--- src/rtl/decode_ctrl_stage.sv ---
// rtl/decode_ctrl_stage.sv - registered RV32I/Zicsr/M decode stage with valid/ready and MD/WFI sequencing

package Common;
  typedef enum logic [3:0] {
    MEM_NOP = 4'd0, MEM_LB, MEM_LH, MEM_LW, MEM_LBU, MEM_LHU, MEM_SB, MEM_SH, MEM_SW
  } mem_type_t;

  typedef enum logic [3:0] {
    alu_add = 4'd0, alu_sub, alu_sll, alu_slt, alu_sltu, alu_xor, alu_srl, alu_sra, alu_or, alu_and
  } alu_op_t;

  typedef enum logic [2:0] {
    br_none = 3'd0, br_ce, br_cne, br_slt, br_cge, br_sltu, br_cgeu
  } br_cond_t;

  // regData: 00 alu result, 01 pc+4, 10 csr read data, 11 immediate
  typedef struct packed {
    mem_type_t   instType;
    alu_op_t     alu_op;
    logic        alu_from_imm;
    logic        alu_from_pc;
    logic        reg_write;
    logic        mem_to_reg;
    logic [1:0]  regData;
    logic        is_branch;
    br_cond_t    br_cond;
    logic        is_jump;
    logic        is_md;
    logic        is_wfi;
    logic        exception;
    logic        excRet;
    logic        inst_invalid;
    logic [31:0] excCause;
    logic        csr_en;
    logic        csr_source;
    logic [1:0]  csr_op;
    logic [4:0]  rd;
    logic [4:0]  rs1;
    logic [4:0]  rs2;
  } control_out_t;
endpackage

module decode_ctrl_stage #(
  parameter int XLEN    = 32,
  parameter int EN_M    = 1,
  parameter int MUL_LAT = 3,
  parameter int DIV_LAT = 34
) (
  input  logic                clk_i,
  input  logic                rst_ni,
  input  logic                in_valid_i,
  output logic                in_ready_o,
  input  logic [31:0]         instr_i,
  input  logic [XLEN-1:0]     pc_i,
  input  logic                irq_pending_i,
  input  logic                flush_i,
  output logic                out_valid_o,
  input  logic                out_ready_i,
  output Common::control_out_t ctrl_o,
  output logic [XLEN-1:0]     imm_o,
  output logic [XLEN-1:0]     pc_o,
  output logic [2:0]          md_op_o,
  output logic                md_start_o,
  output logic                md_busy_o
);
  import Common::*;

  localparam int MAX_LAT = (MUL_LAT > DIV_LAT) ? MUL_LAT : DIV_LAT;
  localparam int CW      = $clog2(MAX_LAT) + 1;
  localparam logic [CW-1:0] MUL_INIT = CW'(MUL_LAT - 2);
  localparam logic [CW-1:0] DIV_INIT = CW'(DIV_LAT - 2);

  typedef enum logic [1:0] {IDLE, MD_WAIT, WFI_WAIT} state_t;

  state_t          state_q, state_d;
  logic [CW-1:0]   cnt_q, cnt_d;
  logic            valid_d, busy_d, start_d;
  logic            accept;

  control_out_t    dec;
  logic [31:0]     imm32;
  logic            illegal;
  logic            dec_md;
  logic            lat_one;
  logic [CW-1:0]   cnt_init;

  logic [2:0]      funct3;
  logic [6:0]      funct7;
  logic [31:0]     imm_i, imm_s, imm_b, imm_u, imm_j;

  assign funct3 = instr_i[14:12];
  assign funct7 = instr_i[31:25];
  assign imm_i  = {{20{instr_i[31]}}, instr_i[31:20]};
  assign imm_s  = {{20{instr_i[31]}}, instr_i[31:25], instr_i[11:7]};
  assign imm_b  = {{19{instr_i[31]}}, instr_i[31], instr_i[7], instr_i[30:25], instr_i[11:8], 1'b0};
  assign imm_u  = {instr_i[31:12], 12'b0};
  assign imm_j  = {{11{instr_i[31]}}, instr_i[31], instr_i[19:12], instr_i[20], instr_i[30:21], 1'b0};

  // funct3 to ALU operation; sub_ok distinguishes OP (SUB allowed) from OP-IMM
  function automatic alu_op_t alu_sel(input logic [2:0] f3, input logic b30, input logic sub_ok);
    case (f3)
      3'b000:  alu_sel = (sub_ok && b30) ? alu_sub : alu_add;
      3'b001:  alu_sel = alu_sll;
      3'b010:  alu_sel = alu_slt;
      3'b011:  alu_sel = alu_sltu;
      3'b100:  alu_sel = alu_xor;
      3'b101:  alu_sel = b30 ? alu_sra : alu_srl;
      3'b110:  alu_sel = alu_or;
      default: alu_sel = alu_and;
    endcase
  endfunction

  // combinational decode of the offered instruction
  always_comb begin
    dec      = '0;
    imm32    = '0;
    illegal  = 1'b0;
    dec_md   = 1'b0;
    dec.rd   = instr_i[11:7];
    dec.rs1  = instr_i[19:15];
    dec.rs2  = instr_i[24:20];
    case (instr_i[6:2])
      5'b00000: begin
        dec.alu_from_imm = 1'b1;
        dec.reg_write    = 1'b1;
        dec.mem_to_reg   = 1'b1;
        imm32            = imm_i;
        case (funct3)
          3'b000:  dec.instType = MEM_LB;
          3'b001:  dec.instType = MEM_LH;
          3'b010:  dec.instType = MEM_LW;
          3'b100:  dec.instType = MEM_LBU;
          3'b101:  dec.instType = MEM_LHU;
          default: illegal = 1'b1;
        endcase
      end
      5'b00011: begin
      end
      5'b00100: begin
        dec.alu_op       = alu_sel(funct3, instr_i[30], 1'b0);
        dec.alu_from_imm = 1'b1;
        dec.reg_write    = 1'b1;
        imm32            = imm_i;
      end
      5'b00101: begin
        dec.alu_from_imm = 1'b1;
        dec.alu_from_pc  = 1'b1;
        dec.reg_write    = 1'b1;
        imm32            = imm_u;
      end
      5'b01000: begin
        dec.alu_from_imm = 1'b1;
        imm32            = imm_s;
        case (funct3)
          3'b000:  dec.instType = MEM_SB;
          3'b001:  dec.instType = MEM_SH;
          3'b010:  dec.instType = MEM_SW;
          default: illegal = 1'b1;
        endcase
      end
      5'b01100: begin
        if (funct7 == 7'b0000001) begin
          if (EN_M != 0) begin
            dec_md        = 1'b1;
            dec.is_md     = 1'b1;
            dec.reg_write = 1'b1;
          end else begin
            illegal = 1'b1;
          end
        end else begin
          dec.alu_op    = alu_sel(funct3, instr_i[30], 1'b1);
          dec.reg_write = 1'b1;
        end
      end
      5'b01101: begin
        dec.reg_write = 1'b1;
        dec.regData   = 2'b11;
        imm32         = imm_u;
      end
      5'b11000: begin
        dec.is_branch = 1'b1;
        dec.alu_op    = alu_sub;
        imm32         = imm_b;
        case (funct3)
          3'b000:  dec.br_cond = br_ce;
          3'b001:  dec.br_cond = br_cne;
          3'b100:  dec.br_cond = br_slt;
          3'b101:  dec.br_cond = br_cge;
          3'b110:  dec.br_cond = br_sltu;
          3'b111:  dec.br_cond = br_cgeu;
          default: illegal = 1'b1;
        endcase
      end
      5'b11001: begin
        dec.alu_from_imm = 1'b1;
        dec.reg_write    = 1'b1;
        dec.regData      = 2'b01;
        dec.is_jump      = 1'b1;
        imm32            = imm_i;
        if (funct3 != 3'b000) illegal = 1'b1;
      end
      5'b11011: begin
        dec.alu_from_imm = 1'b1;
        dec.alu_from_pc  = 1'b1;
        dec.reg_write    = 1'b1;
        dec.regData      = 2'b01;
        dec.is_jump      = 1'b1;
        imm32            = imm_j;
      end
      5'b11100: begin
        imm32 = imm_i;
        if (funct3 == 3'b000) begin
          case (instr_i[31:20])
            12'h000: begin dec.exception = 1'b1; dec.excCause = 32'd11; end
            12'h001: begin dec.exception = 1'b1; dec.excCause = 32'd3;  end
            12'h302: dec.excRet = 1'b1;
            12'h105: dec.is_wfi = 1'b1;
            default: illegal = 1'b1;
          endcase
        end else if (funct3 == 3'b100) begin
          illegal = 1'b1;
        end else begin
          dec.csr_en     = 1'b1;
          dec.reg_write  = 1'b1;
          dec.regData    = 2'b10;
          dec.csr_source = ~funct3[2];
          dec.csr_op     = funct3[1:0];
        end
      end
      default: illegal = 1'b1;
    endcase
    if (instr_i[1:0] != 2'b11) illegal = 1'b1;
    if (illegal) begin
      dec              = '0;
      dec.inst_invalid = 1'b1;
      dec.exception    = 1'b1;
      dec.excCause     = 32'h2;
      dec_md           = 1'b0;
    end
  end

  assign lat_one  = instr_i[14] ? (DIV_LAT == 1) : (MUL_LAT == 1);
  assign cnt_init = instr_i[14] ? DIV_INIT : MUL_INIT;

  assign in_ready_o = (state_q == IDLE) && !flush_i && (!out_valid_o || out_ready_i);
  assign accept     = in_valid_i && in_ready_o;

  // next-state and handshake flags; flush overrides everything
  always_comb begin
    state_d = state_q;
    cnt_d   = cnt_q;
    valid_d = out_valid_o && !out_ready_i;
    busy_d  = md_busy_o;
    start_d = 1'b0;
    if (flush_i) begin
      state_d = IDLE;
      cnt_d   = '0;
      valid_d = 1'b0;
      busy_d  = 1'b0;
    end else begin
      case (state_q)
        IDLE: begin
          if (accept) begin
            start_d = dec_md;
            if (dec_md && !lat_one) begin
              state_d = MD_WAIT;
              cnt_d   = cnt_init;
              busy_d  = 1'b1;
              valid_d = 1'b0;
            end else if (dec.is_wfi && !irq_pending_i) begin
              state_d = WFI_WAIT;
              valid_d = 1'b0;
            end else begin
              valid_d = 1'b1;
            end
          end
        end
        MD_WAIT: begin
          if (cnt_q == '0) begin
            state_d = IDLE;
            valid_d = 1'b1;
            busy_d  = 1'b0;
          end else begin
            cnt_d = cnt_q - 1'b1;
          end
        end
        WFI_WAIT: begin
          if (irq_pending_i) begin
            state_d = IDLE;
            valid_d = 1'b1;
          end
        end
        default: state_d = IDLE;
      endcase
    end
  end

  // state, counter and handshake registers
  always_ff @(posedge clk_i or negedge rst_ni) begin
    if (!rst_ni) begin
      state_q     <= IDLE;
      cnt_q       <= '0;
      out_valid_o <= 1'b0;
      md_busy_o   <= 1'b0;
      md_start_o  <= 1'b0;
    end else begin
      state_q     <= state_d;
      cnt_q       <= cnt_d;
      out_valid_o <= valid_d;
      md_busy_o   <= busy_d;
      md_start_o  <= start_d;
    end
  end

  // bundle registers load only on acceptance, so they hold during back-pressure
  always_ff @(posedge clk_i or negedge rst_ni) begin
    if (!rst_ni) begin
      ctrl_o  <= '0;
      imm_o   <= '0;
      pc_o    <= '0;
      md_op_o <= 3'b000;
    end else if (accept) begin
      ctrl_o  <= dec;
      imm_o   <= XLEN'($signed(imm32));
      pc_o    <= pc_i;
      md_op_o <= dec_md ? funct3 : 3'b000;
    end
  end

endmodule

--- config.mk ---
export PLATFORM = sky130hd
export DESIGN_NAME = decode_ctrl_stage
export DESIGN_NICKNAME = d
export VERILOG_FILES = /design/src/rtl/decode_ctrl_stage.sv
export SDC_FILE = /design/constraint.sdc
export NUM_CORES = 1
export LEC_CHECK = 0
export ABC_CLOCK_PERIOD_IN_PS = 2400
export BUFFER_PORTS_ARGS = -buffer_cell sky130_fd_sc_hd__buf_2
export CORE_ASPECT_RATIO = 1.25
export CORE_MARGIN = 5
export CORE_UTILIZATION = 45
export CTS_BUF_LIST = sky130_fd_sc_hd__clkbuf_8
export CTS_CLUSTER_SIZE = 24
export DETAILED_ROUTE_END_ITERATION = 6
export PLACE_DENSITY = 0.69
export SLEW_MARGIN = 20
export SYNTH_ARGS = -nofsm -noshare
export SYNTH_HDL_FRONTEND = slang
export SYNTH_SLANG_ARGS = --single-unit
--- constraint.sdc ---
create_clock -name clk_i -period 2.4 [get_ports clk_i]
set_input_delay 0.36 -clock clk_i [delete_from_list [all_inputs] [get_ports clk_i]]
set_output_delay 0.36 -clock clk_i [all_outputs]
set_load 0.03 [all_outputs]
Word level (Yosys, flattened, before mapping)

Index checks and enable logic that the tools add are counted.

Register bits after elaboration: 154
Input bits: 70
Output and inout bits: 146
Logic and storage cells: 168

Add/sub/neg operators: 1
Equal/unequal tests: 30
Multiplexer cells: 74
Bitwise operators: 1
Reduce and logical (&&, ||, !) cells: 32

Operators by type and width:

| kind                   | count |
|---|---|
| $pmux W32 S5           | 1 |
| $mux W75               | 1 |
| $pmux W4 S7            | 2 |
| $mux W36               | 1 |
| $mux W1                | 35 |
| $mux W32               | 1 |
| $mux W7                | 4 |
| $pmux W4 S3            | 2 |
| $eq A5 B5 Y1 const B   | 4 |
| $pmux W3 S6            | 1 |
| $reduce_or A6 Y1       | 3 |
| $mux W2                | 8 |
| $mux W4                | 4 |
| $pmux W4 S2            | 2 |
| $eq A5 B4 Y1 const B   | 3 |
| $ne A3 B3 Y1 const B   | 5 |
| $pmux W3 S5            | 1 |
| $pmux W7 S2            | 1 |
| $eq A12 B1 Y1 const B  | 1 |
| $eq A12 B10 Y1 const B | 1 |
| $eq A12 B9 Y1 const B  | 1 |
| $eq A3 B3 Y1 const B   | 4 |
| $logic_not A12 Y1      | 1 |
| $pmux W2 S3            | 2 |
| other kinds (30)       | 49 |

Longest topological paths before layout

Gate-level depths: netlist (run 1).

Depth in word-level cells: 13
Mapped depth: 9

Worst setup path after synthesis (run 1)

No wires, ideal clock.

Kind: register to register
Start point: register state_q[0]
End point: register cnt_q[5]
Library setup time: 0.122 ns
Arrival time: 1.928 ns
Setup slack: 0.350 ns
Stages on the path, launching flop included: 10
Buffers on the path: 1
Clock period less this slack: 2.050 ns
Path through: dfrtp_1 > inv_1 > ha_1 > nor2b_1 > nand3_1 > nor3_1 > and4b_1 > buf_6 > o21bai_1 > a32o_1

Word-level cells in the longest chain between the ends: 6
Elaborated cells between the ends (all ways): 12
Those cells by class: eq/ne (4); mux (2); reduce/logical (6)

Ends and longest elaborated chain:

| what                             | RTL line | RTL |
|---|---|---|
| start, declared                  | 75       | `state_t state_q, state_d;` |
| start signal, assigned           | 307      | `state_q <= state_d;` |
| $logic_not A2 Y1                 | 245, 261 |  |
| $logic_and A1 B1 Y1 (2 in a row) | 245      | `assign in_ready_o = (state_q == IDLE) && !flush_i && (!out_valid_o \|\| out_ready_i);` |
| $logic_and A1 B1 Y1              | 246      | `assign accept = in_valid_i && in_ready_o;` |
| $ne A3 B3 Y1 (no line)           | -        |  |
| $reduce_and A4 Y1 (no line)      | -        |  |
| end signal, assigned             | 308      | `cnt_q <= cnt_d;` |
| end, declared                    | 76       | `logic [CW-1:0] cnt_q, cnt_d;` |

Parallel ways exist; a longest one is shown, timed or not.
A chain may end at the register's enable or synchronous reset.

Worst setup path in the final report (run 1)

Start point: register state_q[0]
End point: output in_ready_o

Word-level cells in the longest chain between the ends: 3

Ends and longest elaborated chain:

| what                             | RTL line | RTL |
|---|---|---|
| $logic_not A2 Y1                 | 245      |  |
| $logic_and A1 B1 Y1 (2 in a row) | 245      |  |
| end, declared                    | 52       | `output logic in_ready_o,` |

Every way passes these cells.

==> metrics.cfg, run 1 <==
[synth]
number_of_synthesized_flops_with_an_enable_pin = 0
synth_ff_type = sky130_fd_sc_hd__dfrtp_1
number_of_distinct_library_cells_after_synthesis = 63
yosys-top-cells-area = sky130_fd_sc_hd__dfrtp_1, sky130_fd_sc_hd__nand2_1, sky130_fd_sc_hd__o21ai_0
synth_compound_area_share_pct = 18.5
async_reset_ff_share_pct = 100
seq_area_frac_synth_pct = 50.0
netlist.area_leader.share_pct = 50.0
yosys-mux-area-fraction_pct = 0.161
synth_top_family_by_area = simple AND/OR/NAND/NOR gates
synthCells = 697
cell_taking_the_most_area_after_synthesis = sky130_fd_sc_hd__dfrtp_1
ys_seq_elements = 124
postSynthAreaPerCell_sq_um = 8.91
synth.yosys.warnings = 0
synthesis.area_sq_um = 6210
synth_xor_area_share_pct = 0.282
synth-adder-area-share_pct = 1.21
yosys.area_share.simple_pct = 21.8

[routing]
viasPerCell = 5.23
final_antenna_net_count = 0
routed_wire_length_per_instance_um = 16.8
detail_route.drc_violations = 0
router_iterations_before_antenna_repair = 6
route.final.wire_length_mm = 18.1
route.vias.total = 5640
drt-initial-drc-count = 419

[sta]
rsz0062_at_grt = false
final.setup_skew_ns = 0.00726
count_of_endpoints_failing_hold_in_the_final_timing_report = 0
finalSetupViolations = 0
worst_tran_pin_value_ns = 0.636
slew-limit-headroom_pct = 57.2
max_freq_ghz = 0.450
post-route-min-period_ns = 2.22
timing.final.max_slew_violations = 0
tns_ns = 0
fin_crit_sh_pct = 92.7
finalWorstSetupSlack_ns = 0.176

[placement]
globalplace.congestion = 0.882
place_ws_ns = 0.0617
dp_hpwl_mm = 13.5
placedCellCount = 1046
numPortBuffers = 186

[final_layout]
multi_input_gate_area_in_the_final_layout_sq_um = 2730
fin_nets = 967
layout_cell_share_with_drive_strength_beyond_1_pct = 29.8
num-fill-cells = 1268
syn_to_final_growth_pct = 25.8
antenna-diode-count = 0
sequential_cell_area_sq_um = 3100
post_layout_nonfiller_instances = 1079

[global_routing]
global_route.usage.total_pct = 22.1
initial_antenna_violation_count = 0
overflow = 0
largest_net_degree_at_the_start_of_global_routing = 94
grt_pass1_vias = 5486
grt_pass1_wl_mm = 28.8

[clock_tree]
cts.root.buffer_cell = sky130_fd_sc_hd__clkbuf_8
tritoncts_clock_tree = built
cts-htree-levels = 4
postCtsSetupBuffers = 0
worst_skew_pair.late_latency_ns = 0.43
cts_inserted_buffers = 17
cts_buffer_depth = 2
clk_pin_slew_worst_paths_ns = 0.09
numClockSinks = 124

[setup_path]
arrival_ns = 1.86
r2r_start = state_q[0]$_DFFE_PN0P_
critical_path_required_ns = 2.04
setup.worst_path.end_class = primary output
ff2ff_setup_slack_ns = 0.20
worstSetupStartpointType = flip-flop
timing.critical_path.fanout_max = 4
r2r_end = md_busy_o$_DFFE_PN0P_
timing_worst_setup_path_type = reg2out
worstRegToRegCells = 7

[worst_hold_path]
hp-start = pc_i[15]
worst_hold_endpoint = pc_o[15]$_DFFE_PN0P_
holdCritPathClass = in2reg
hold_depth = 3

[pwr]
power.density_nw_per_um2 = 684
leak_pwr_uw = 0.00402
worst_ir_drop_vdd_mv = 0.460

[outcome]
run_status = finished, final reports clean

[die]
chipWidth_um = 115
floorplan.die_area_sq_um = 16300
start_util_pct = 45.4
die_h_um = 141
num_io_pins = 216
core_area_sq_um = 13700
num_rows = 48

[flow_run]
cap_viol_max_count = 0

-- power breakdown --
| group | internal (uW) | switching, uW |
|---|---|---|
| Sequential | 2220 | 69.1 |
| Clock | 1150 | 900 |
| Combinational | 279 | 725 |
-- metrics by stage --
stage	power (uW)	instance area, sq um	util [%]	hold WS [ns]
2_1_floorplan	2990	6320	-	0.0644
3_3_place_gp	3330	7360	53.7	0.296
3_5_place_dp	3340	7360	53.7	0.294
4_1_cts	5400	7810	57.0	0.0986
5_1_grt	5590	7810	57.0	0.103
6_report	5340	7810	57.0	0.115
-- flip-flops by register name, indices dropped and copies added, names as in the netlist --
register and count:
ctrl_o 45, imm_o 32, pc_o 32, cnt_q 7, md_op_o 3, state_q 2
md_busy_o 1, md_start_o 1, out_valid_o 1
-- worst max-delay path, cell delays in order (launching register included) --
cell                      delay, ns
sky130_fd_sc_hd__dfrtp_1       0.43
sky130_fd_sc_hd__inv_1         0.10
sky130_fd_sc_hd__ha_1          0.16
sky130_fd_sc_hd__nor2b_1       0.27
sky130_fd_sc_hd__buf_4         0.18
sky130_fd_sc_hd__and2_1        0.11
sky130_fd_sc_hd__buf_2         0.19
-- final cells by class --
cell class | count | area share, %
clock buffer | 17 | 3.00
multi-input combinational | 512 | 35.0
timing repair buffer | 223 | 16.2
sequential | 124 | 39.7
tap | 175 | 2.80
inverter | 13 | 0.625
clock inverter | 15 | 2.69
-- metal layers --
layer	vias to the layer above	track usage, %	share of wire, %
li1	2739	-	-
met1	2678	28.7	41
met2	204	37.3	49
met3	19	4.86	7.7
met4	0	5.87	1.4
met5	-	0	0
-- repair_timing --
action                                  in CTS  in global routing
resized for setup                            0                  1
hold buffers                                 1                  0
endpoints found under the setup margin       0                  4
hold endpoints to repair                    25                  0
-- cell families after synthesis --
group	after synthesis
AO/OA/AOI/OAI	175
XOR/XNOR	2
adder cells (fa/ha/maj)	6
buffers and inverters	89
flip-flops	124
multiplexers	1
other	1
AND/OR/NAND/NOR	299
-- layout by cell type, fill, tap and decap left out, types with 3 or more instances in the layout --
cell type and n:
sky130_fd_sc_hd__a211oi_1 3, sky130_fd_sc_hd__a21oi_1 36, sky130_fd_sc_hd__a221oi_1 6, sky130_fd_sc_hd__a22o_1 8
sky130_fd_sc_hd__a31oi_1 4, sky130_fd_sc_hd__and2_1 4, sky130_fd_sc_hd__and3_1 3, sky130_fd_sc_hd__buf_12 4
sky130_fd_sc_hd__buf_2 185, sky130_fd_sc_hd__buf_4 33, sky130_fd_sc_hd__bufinv_16 4, sky130_fd_sc_hd__clkbuf_8 17
sky130_fd_sc_hd__clkinv_4 4, sky130_fd_sc_hd__conb_1 29, sky130_fd_sc_hd__dfrtp_1 124, sky130_fd_sc_hd__ha_1 6
sky130_fd_sc_hd__inv_1 13, sky130_fd_sc_hd__inv_6 5, sky130_fd_sc_hd__nand2_1 195, sky130_fd_sc_hd__nand2b_1 8
sky130_fd_sc_hd__nand3_1 6, sky130_fd_sc_hd__nand4_1 9, sky130_fd_sc_hd__nor2_1 35, sky130_fd_sc_hd__nor2b_1 6
sky130_fd_sc_hd__nor3_1 10, sky130_fd_sc_hd__nor3b_1 3, sky130_fd_sc_hd__o2111ai_1 3, sky130_fd_sc_hd__o211ai_1 4
sky130_fd_sc_hd__o21a_1 3, sky130_fd_sc_hd__o21ai_0 63, sky130_fd_sc_hd__o31ai_1 16, sky130_fd_sc_hd__o41ai_1 6
sky130_fd_sc_hd__o41ai_2 3, sky130_fd_sc_hd__or3_1 3
-- worst max-delay path by stage --
stage / startpoint / to / slack [ns] / cells past startpoint
6_report: state_q[0]$_DFFE_PN0P_ / in_ready_o / 0.18 / 6
3_3_place_gp: instr_i[5] / ctrl_o[4]$_DFFE_PN0P_ / 0.12 / 8
5_1_grt: state_q[0]$_DFFE_PN0P_ / in_ready_o / 0.03 / 6
3_5_place_dp: instr_i[5] / ctrl_o[3]$_DFFE_PN0P_ / 0.06 / 8
2_1_floorplan: state_q[0]$_DFFE_PN0P_ / cnt_q[5]$_DFFE_PN0P_ / 0.35 / 9
4_1_cts: state_q[0]$_DFFE_PN0P_ / in_ready_o / 0.13 / 6
-- synthesized netlist by cell type (8+ instances only) --
master	number
sky130_fd_sc_hd__nand2_1	195
sky130_fd_sc_hd__nand2b_1	8
sky130_fd_sc_hd__nor3_1	10
sky130_fd_sc_hd__inv_1	12
sky130_fd_sc_hd__buf_4	33
sky130_fd_sc_hd__o21ai_0	63
sky130_fd_sc_hd__o31ai_1	16
sky130_fd_sc_hd__clkbuf_1	30
sky130_fd_sc_hd__a22o_1	8
sky130_fd_sc_hd__a21oi_1	36
sky130_fd_sc_hd__nand4_1	9
sky130_fd_sc_hd__nor2_1	35
sky130_fd_sc_hd__dfrtp_1	124
Note: power is estimated with default switching activity, not from simulation.
==> run 2, diff against run 1 <==
--- a/config.mk
+++ b/config.mk
@@ -5,7 +5,7 @@
 export SDC_FILE = /design/constraint.sdc
 export NUM_CORES = 1
 export LEC_CHECK = 0
-export ABC_CLOCK_PERIOD_IN_PS = 2400
+export ABC_CLOCK_PERIOD_IN_PS = 2000
 export BUFFER_PORTS_ARGS = -buffer_cell sky130_fd_sc_hd__buf_2
 export CORE_ASPECT_RATIO = 1.25
 export CORE_MARGIN = 5
@@ -13,7 +13,8 @@
 export CTS_BUF_LIST = sky130_fd_sc_hd__clkbuf_8
 export CTS_CLUSTER_SIZE = 24
 export DETAILED_ROUTE_END_ITERATION = 6
-export PLACE_DENSITY = 0.69
+export PLACE_DENSITY = 0.72
+export REMOVE_ABC_BUFFERS = 1
 export SLEW_MARGIN = 20
 export SYNTH_ARGS = -nofsm -noshare
 export SYNTH_HDL_FRONTEND = slang
==> constraint.sdc (replaced) <==
create_clock -name clk_i -period 2 [get_ports clk_i]
set_input_delay 0.3 -clock clk_i [delete_from_list [all_inputs] [get_ports clk_i]]
set_output_delay 0.3 -clock clk_i [all_outputs]
set_load 0.03 [all_outputs]
==> run 2 against run 1 <==
  * First-iteration DRC count shrank 21%
  * Non-clock buffer count rose by 63
  * Critical path depth grew 1
  * Sequential cell count unchanged
  * Critical path type is now reg2reg
  * Combinational power grew 26%
  * Design area is 6.6% higher
  * Hold slack worse by 0.064 ns
  * Clock power is 4% higher
  * Global-route usage increased by 0.27 points
  * Count of clock-buffer cells in the layout unchanged
  * Wire length grew 4.1%
==> metrics.cfg, run 2 (synthesis results as in run 1) <==
[outcome]
run_status = finished, final reports clean

[worst_hold_path]
holdCritPathClass = in2reg

[setup_path]
cell_count_along_the_critical_path = 7
r2r_end = cnt_q[2]$_DFFE_PN0P_
crit_path_cell_trace = or3_4 > nor4b_4 > buf_4 > buf_4 > nand2_4 > o21a_4 > a32o_1
worstSetupStartpointType = flip-flop
critical_path_required_ns = 2.32
r2r_start = cnt_q[3]$_DFFE_PN0P_
timing.critical_path.fanout_max = 7
worstSetupEndpoint = cnt_q[2]$_DFFE_PN0P_
cp_num_buf_inv = 2
critical_path.most_common_cell = sky130_fd_sc_hd__buf_4
setup.worst_path.end_class = flip-flop
critical-path-max-stage-delay_ns = 0.42
arrival_ns = 2.28
timing_worst_setup_path_type = reg2reg
timing.critical_path.from = cnt_q[3]$_DFFE_PN0P_
worstRegToRegCells = 7
ff2ff_setup_slack_ns = 0.04
cp_slowest_cell = sky130_fd_sc_hd__or3_4
critPathTopFamily = simple AND/OR/NAND/NOR gates

[final_layout]
mostFrequentLayoutCells = sky130_fd_sc_hd__nand2_1, sky130_fd_sc_hd__buf_2, sky130_fd_sc_hd__dfrtp_1
multi_input_gate_area_in_the_final_layout_sq_um = 2840
sequential_cell_area_sq_um = 3100
fin_nets = 1030
largest-register = ctrl_o
post_layout_nonfiller_instances = 1142
largest_register_ffs = 45
layout_cell_share_with_drive_strength_beyond_1_pct = 35.8
syn_to_final_growth_pct = 34.0
num-fill-cells = 1189
layout_top_registers = ctrl_o: 45 flops, imm_o: 32 flops, pc_o: 32 flops
final_common_cell = sky130_fd_sc_hd__nand2_1
antenna-diode-count = 0

[placement]
placedCellCount = 1102
numPortBuffers = 186
dp_hpwl_mm = 13.7
globalplace.congestion = 0.908

[routing]
drt-initial-drc-count = 332
routed_wire_length_per_instance_um = 16.5
viasPerCell = 5.22
final_antenna_net_count = 0
route.final.wire_length_mm = 18.8
route.vias.total = 5958
router_iterations_before_antenna_repair = 6
detail_route.drc_violations = 0

[sta]
timing.final.max_slew_violations = 0
final.setup_skew_ns = 0.0205
finalSetupViolations = 0
count_of_endpoints_failing_hold_in_the_final_timing_report = 0
post-route-min-period_ns = 1.96
finalHoldWorstSlack_ns = 0.0513
rsz0062_at_grt = true
fin_crit_sh_pct = 97.9
max_freq_ghz = 0.511

[global_routing]
grt_pass1_vias = 5889
overflow = 0
use_met2_pct = 37.6
grt_pass1_wl_mm = 29.4
grtUsageMet1_pct = 28.0
grt_most_used_layer = met2
initial_antenna_violation_count = 1
met3_global_route_usage_pct = 5.59
global_route.usage.total_pct = 22.4
largest_net_degree_at_the_start_of_global_routing = 83

[pwr]
power.density_nw_per_um2 = 738
worst_ir_drop_vdd_mv = 0.414
leak_pwr_uw = 0.00433

[clock_tree]
cts_buffer_depth = 2
numClockSinks = 124
worst_skew_pair.late_latency_ns = 0.43
cts.root.buffer_cell = sky130_fd_sc_hd__clkbuf_8
cts-htree-levels = 4
tritoncts_clock_tree = built
clk_pin_slew_worst_paths_ns = 0.08
cts_inserted_buffers = 17

[flow_run]
cap_viol_max_count = 0

[die]
start_util_pct = 45.4
core_area_sq_um = 13700
chipWidth_um = 115
die_h_um = 141
num_io_pins = 216
floorplan.die_area_sq_um = 16300
num_rows = 48

## run 2: cell count changes in the layout (fill, tap and decap cells not counted), sizes merged
cell | before | now
bufinv | 4 | 1
buf | 222 | 285
clkinvlp | 1 | 3
inv | 18 | 19
## run 2: metrics by stage
| step | total power, uW | area (sq um) | utilization, % | worst slack, ns | setup TNS, ns |
|---|---|---|---|---|---|
| final | 6140 | 8320 | 60.8 | 0.0414 | 0 |
| after global routing | 6410 | 8320 | 60.8 | -0.0749 | -0.163 |
| after CTS | 6180 | 8210 | 60.0 | 0.000704 | 0 |
| after detailed placement | 4050 | 7780 | 56.8 | -0.228 | -7.32 |
| after global placement | 4030 | 7780 | 56.8 | -0.176 | -6.26 |
| after floorplan | 3490 | 5870 | - | -2.95 | -276.49 |
## run 2: cell type report
class	instances	share of cell area, %
clock inverters	15	1.67
repair buffers	286	20.9
multi-input cells	512	34.1
inverters	13	0.586
well taps	175	2.63
flip-flops and latches	124	37.3
clock buffers	17	2.81
## run 2: metal layers
layer / vias up / wire length [um] / share of wire (%)
met3: 38 / 1500 / 8.0
met1: 2812 / 7660 / 41
met5: - / 7 / 0.037
li1: 2861 / - / -
met4: 2 / 469 / 2.5
met2: 245 / 9190 / 49
## run 2: power by group
| part | internal [uW] | leakage (uW) | switching, uW | total [uW] |
|---|---|---|---|---|
| clock network | 1000 | 0.000187 | 1130 | 2130 |
| logic | 382 | 0.00250 | 883 | 1260 |
| registers | 2660 | 0.00165 | 79.8 | 2740 |
## run 2: timing repair
action / in CTS / in global routing
pin swaps: 6 / 13
gates resized for setup: 9 / 18
hold buffers: 1 / 0
setup buffers: 1 / 7
endpoints found under the setup margin: 11 / 17
endpoints found under the hold margin: 21 / 0
## run 2: how the worst min path moves through the flow
stage	from	endpoint	slack, ns	cells past startpoint
6_report	pc_i[11]	pc_o[11]$_DFFE_PN0P_	0.05	3
5_1_grt	pc_i[12]	pc_o[12]$_DFFE_PN0P_	0.04	3
4_1_cts	pc_i[5]	pc_o[5]$_DFFE_PN0P_	0.02	3
3_5_place_dp	rst_ni	pc_o[12]$_DFFE_PN0P_	0.22	1
3_3_place_gp	rst_ni	pc_o[12]$_DFFE_PN0P_	0.22	1
2_1_floorplan	rst_ni	cnt_q[0]$_DFFE_PN0P_	0.004	0
## run 2: tightest hold or removal path, cell delays in order
cell and delay (ns):
sky130_fd_sc_hd__buf_2 0.07, sky130_fd_sc_hd__nand2_1 0.04, sky130_fd_sc_hd__nand2_1 0.05
==> run 3, diff against run 2 <==
==> constraint.sdc (replaced) <==
create_clock -name clk_i -period 2 [get_ports clk_i]
set_input_delay 0.1 -clock clk_i [delete_from_list [all_inputs] [get_ports clk_i]]
set_output_delay 0.1 -clock clk_i [all_outputs]
set_load 0.03 [all_outputs]
==> run 3 against run 2 <==
  * Non-clock buffer count rose by 33
  * Cell count is 2.8% higher
  * Die area is the same
  * Sequential power hardly changed
  * First-iteration DRC count increased by 67%
  * Critical path type unchanged
  * Critical endpoint unchanged
==> metrics.cfg, run 3 (synthesis results as in run 1) <==
[final_layout]
finish.instance_area_sq_um = 8660
syn_to_final_growth_pct = 39.4
layout_cell_share_with_drive_strength_beyond_1_pct = 32.7
mostFrequentLayoutCells = sky130_fd_sc_hd__nand2_1, sky130_fd_sc_hd__buf_2, sky130_fd_sc_hd__dfrtp_1
largest-register = ctrl_o
antenna-diode-count = 0
final_common_cell = sky130_fd_sc_hd__nand2_1
fin_nets = 1063
largest_register_ffs = 45
layout_top_registers = ctrl_o: 45 flops, imm_o: 32 flops, pc_o: 32 flops

[routing]
route.vias.total = 6164
detail_route.drc_violations = 0
drt-initial-drc-count = 553
viasPerCell = 5.25
route.final.wire_length_mm = 19.5
routed_wire_length_per_instance_um = 16.6
router_iterations_before_antenna_repair = 5
final_antenna_net_count = 0

[placement]
cell_area_after_placement_sq_um = 7700
dp_hpwl_mm = 13.8
numPortBuffers = 186
globalplace.congestion = 0.877

[pwr]
pwr_total_uw = 6230
leak_pwr_uw = 0.00446
power.density_nw_per_um2 = 720
worst_ir_drop_vdd_mv = 0.384

[setup_path]
worstSetupStartpointType = flip-flop
ff2ff_setup_slack_ns = 0.03
setup.worst_path.end_class = flip-flop
critical_path_required_ns = 2.32
timing_worst_setup_path_type = reg2reg
cp_slowest_cell = sky130_fd_sc_hd__or3_1
crit_path_cell_trace = or3_1 > nor4b_4 > buf_4 > nand2_1 > o21a_4 > a32o_1
critical-path-max-stage-delay_ns = 0.43
arrival_ns = 2.29
timing.critical_path.fanout_max = 7

[die]
start_util_pct = 45.4
chipWidth_um = 115
die_h_um = 141
core_area_sq_um = 13700
floorplan.die_area_sq_um = 16300
num_io_pins = 216
num_rows = 48

[sta]
worst_tran_pin_value_ns = 0.612
finalSetupViolations = 0
timing.final.max_slew_violations = 0
slew-limit-headroom_pct = 59.2
final.setup_skew_ns = 0.0125
count_of_endpoints_failing_hold_in_the_final_timing_report = 0
post-route-min-period_ns = 1.97
max_freq_ghz = 0.507
fin_crit_sh_pct = 98.6
tns_ns = 0

[clock_tree]
cts_inserted_buffers = 17
tritoncts_clock_tree = built
cts.root.buffer_cell = sky130_fd_sc_hd__clkbuf_8
cts-htree-levels = 4
cts_buffer_depth = 2
numClockSinks = 124
worst_skew_pair.late_latency_ns = 0.43
clk_pin_slew_worst_paths_ns = 0.08

[global_routing]
overflow = 0
grt_pass1_wl_mm = 31.1
global_route.usage.total_pct = 23.7
initial_antenna_violation_count = 2
grt_pass1_vias = 6129
largest_net_degree_at_the_start_of_global_routing = 48

[flow_run]
cap_viol_max_count = 0

[outcome]
run_status = finished, final reports clean

[worst_hold_path]
holdCritPathClass = in2reg

## run 3: cell types whose count changed in the layout (fill, tap and decap cells not counted), moves of 2 or more
cell / previous run / this run
sky130_fd_sc_hd__buf_4: 96 / 78
sky130_fd_sc_hd__clkinv_2: 2 / 4
sky130_fd_sc_hd__clkinv_4: 2 / 5
sky130_fd_sc_hd__dlygate4sd3_1: 1 / 50
sky130_fd_sc_hd__inv_6: 5 / 1
## run 3: layout make-up
cell class              count  area, sq um
flip-flops and latches    124         3100
repair buffers            319         2110
well taps                 175          219
clock buffers              17          234
inverters                  13         48.8
multi-input cells         512         2790
clock inverters            14          148
fillers                  1144         5040
## run 3: final timing paths
check / from / to / depth (start not counted)
setup / recovery: cnt_q[3]$_DFFE_PN0P_ / cnt_q[2]$_DFFE_PN0P_ / 6
hold / removal: instr_i[29] / imm_o[9]$_DFFE_PN0P_ / 3
setup reg to reg: cnt_q[3]$_DFFE_PN0P_ / cnt_q[2]$_DFFE_PN0P_ / 6
hold reg to reg: ctrl_o[61]$_DFFE_PN0P_ / ctrl_o[61]$_DFFE_PN0P_ / 2
max in group asynchronous: rst_ni / ctrl_o[70]$_DFFE_PN0P_ / 3
min in group asynchronous: rst_ni / imm_o[1]$_DFFE_PN0P_ / 2
## run 3: stage by stage
stage / setup slack (ns) / hold WS, ns / utilization, % / cells
detailed placement: -0.0894 / 0.145 / 56.2 / 1092
floorplan: -2.95 / -0.196 / - / 649
finish: 0.0282 / 0.0264 / 63.2 / 1174
global placement: 0.0223 / 0.138 / 56.2 / 1092
CTS: 0.0116 / 0.00366 / 62.8 / 1173
global route: -0.00684 / 0.0138 / 63.2 / 1174
## run 3: what timing repair did
item,CTS,global route
buffers inserted,0,1
resized for setup,3,14
hold endpoints to repair,100,0
hold buffers,50,0
pin swaps,1,3
setup endpoints to repair,8,23
## run 3: where the power goes
group / internal, uW / switching (uW) / total, uW
logic: 435 / 904 / 1340
registers: 2670 / 87.2 / 2750
clock network: 1100 / 1040 / 2140
## run 3: per-layer routing
metal / vias up / global-route usage (%) / wire, um
li1: 2928 / - / -
met1: 2934 / 30.3 / 8060
met2: 261 / 40.3 / 9600
met3: 37 / 5.46 / 1500
met4: 4 / 6.61 / 323
met5: - / 0 / 32
## run 3: worst max-delay path: cells and delay by family, from the launching register on
family          cells  cell delay (ns)
simple gates        3             0.91
flops               1             0.38
compound gates      2             0.40
buf+inv             1             0.17
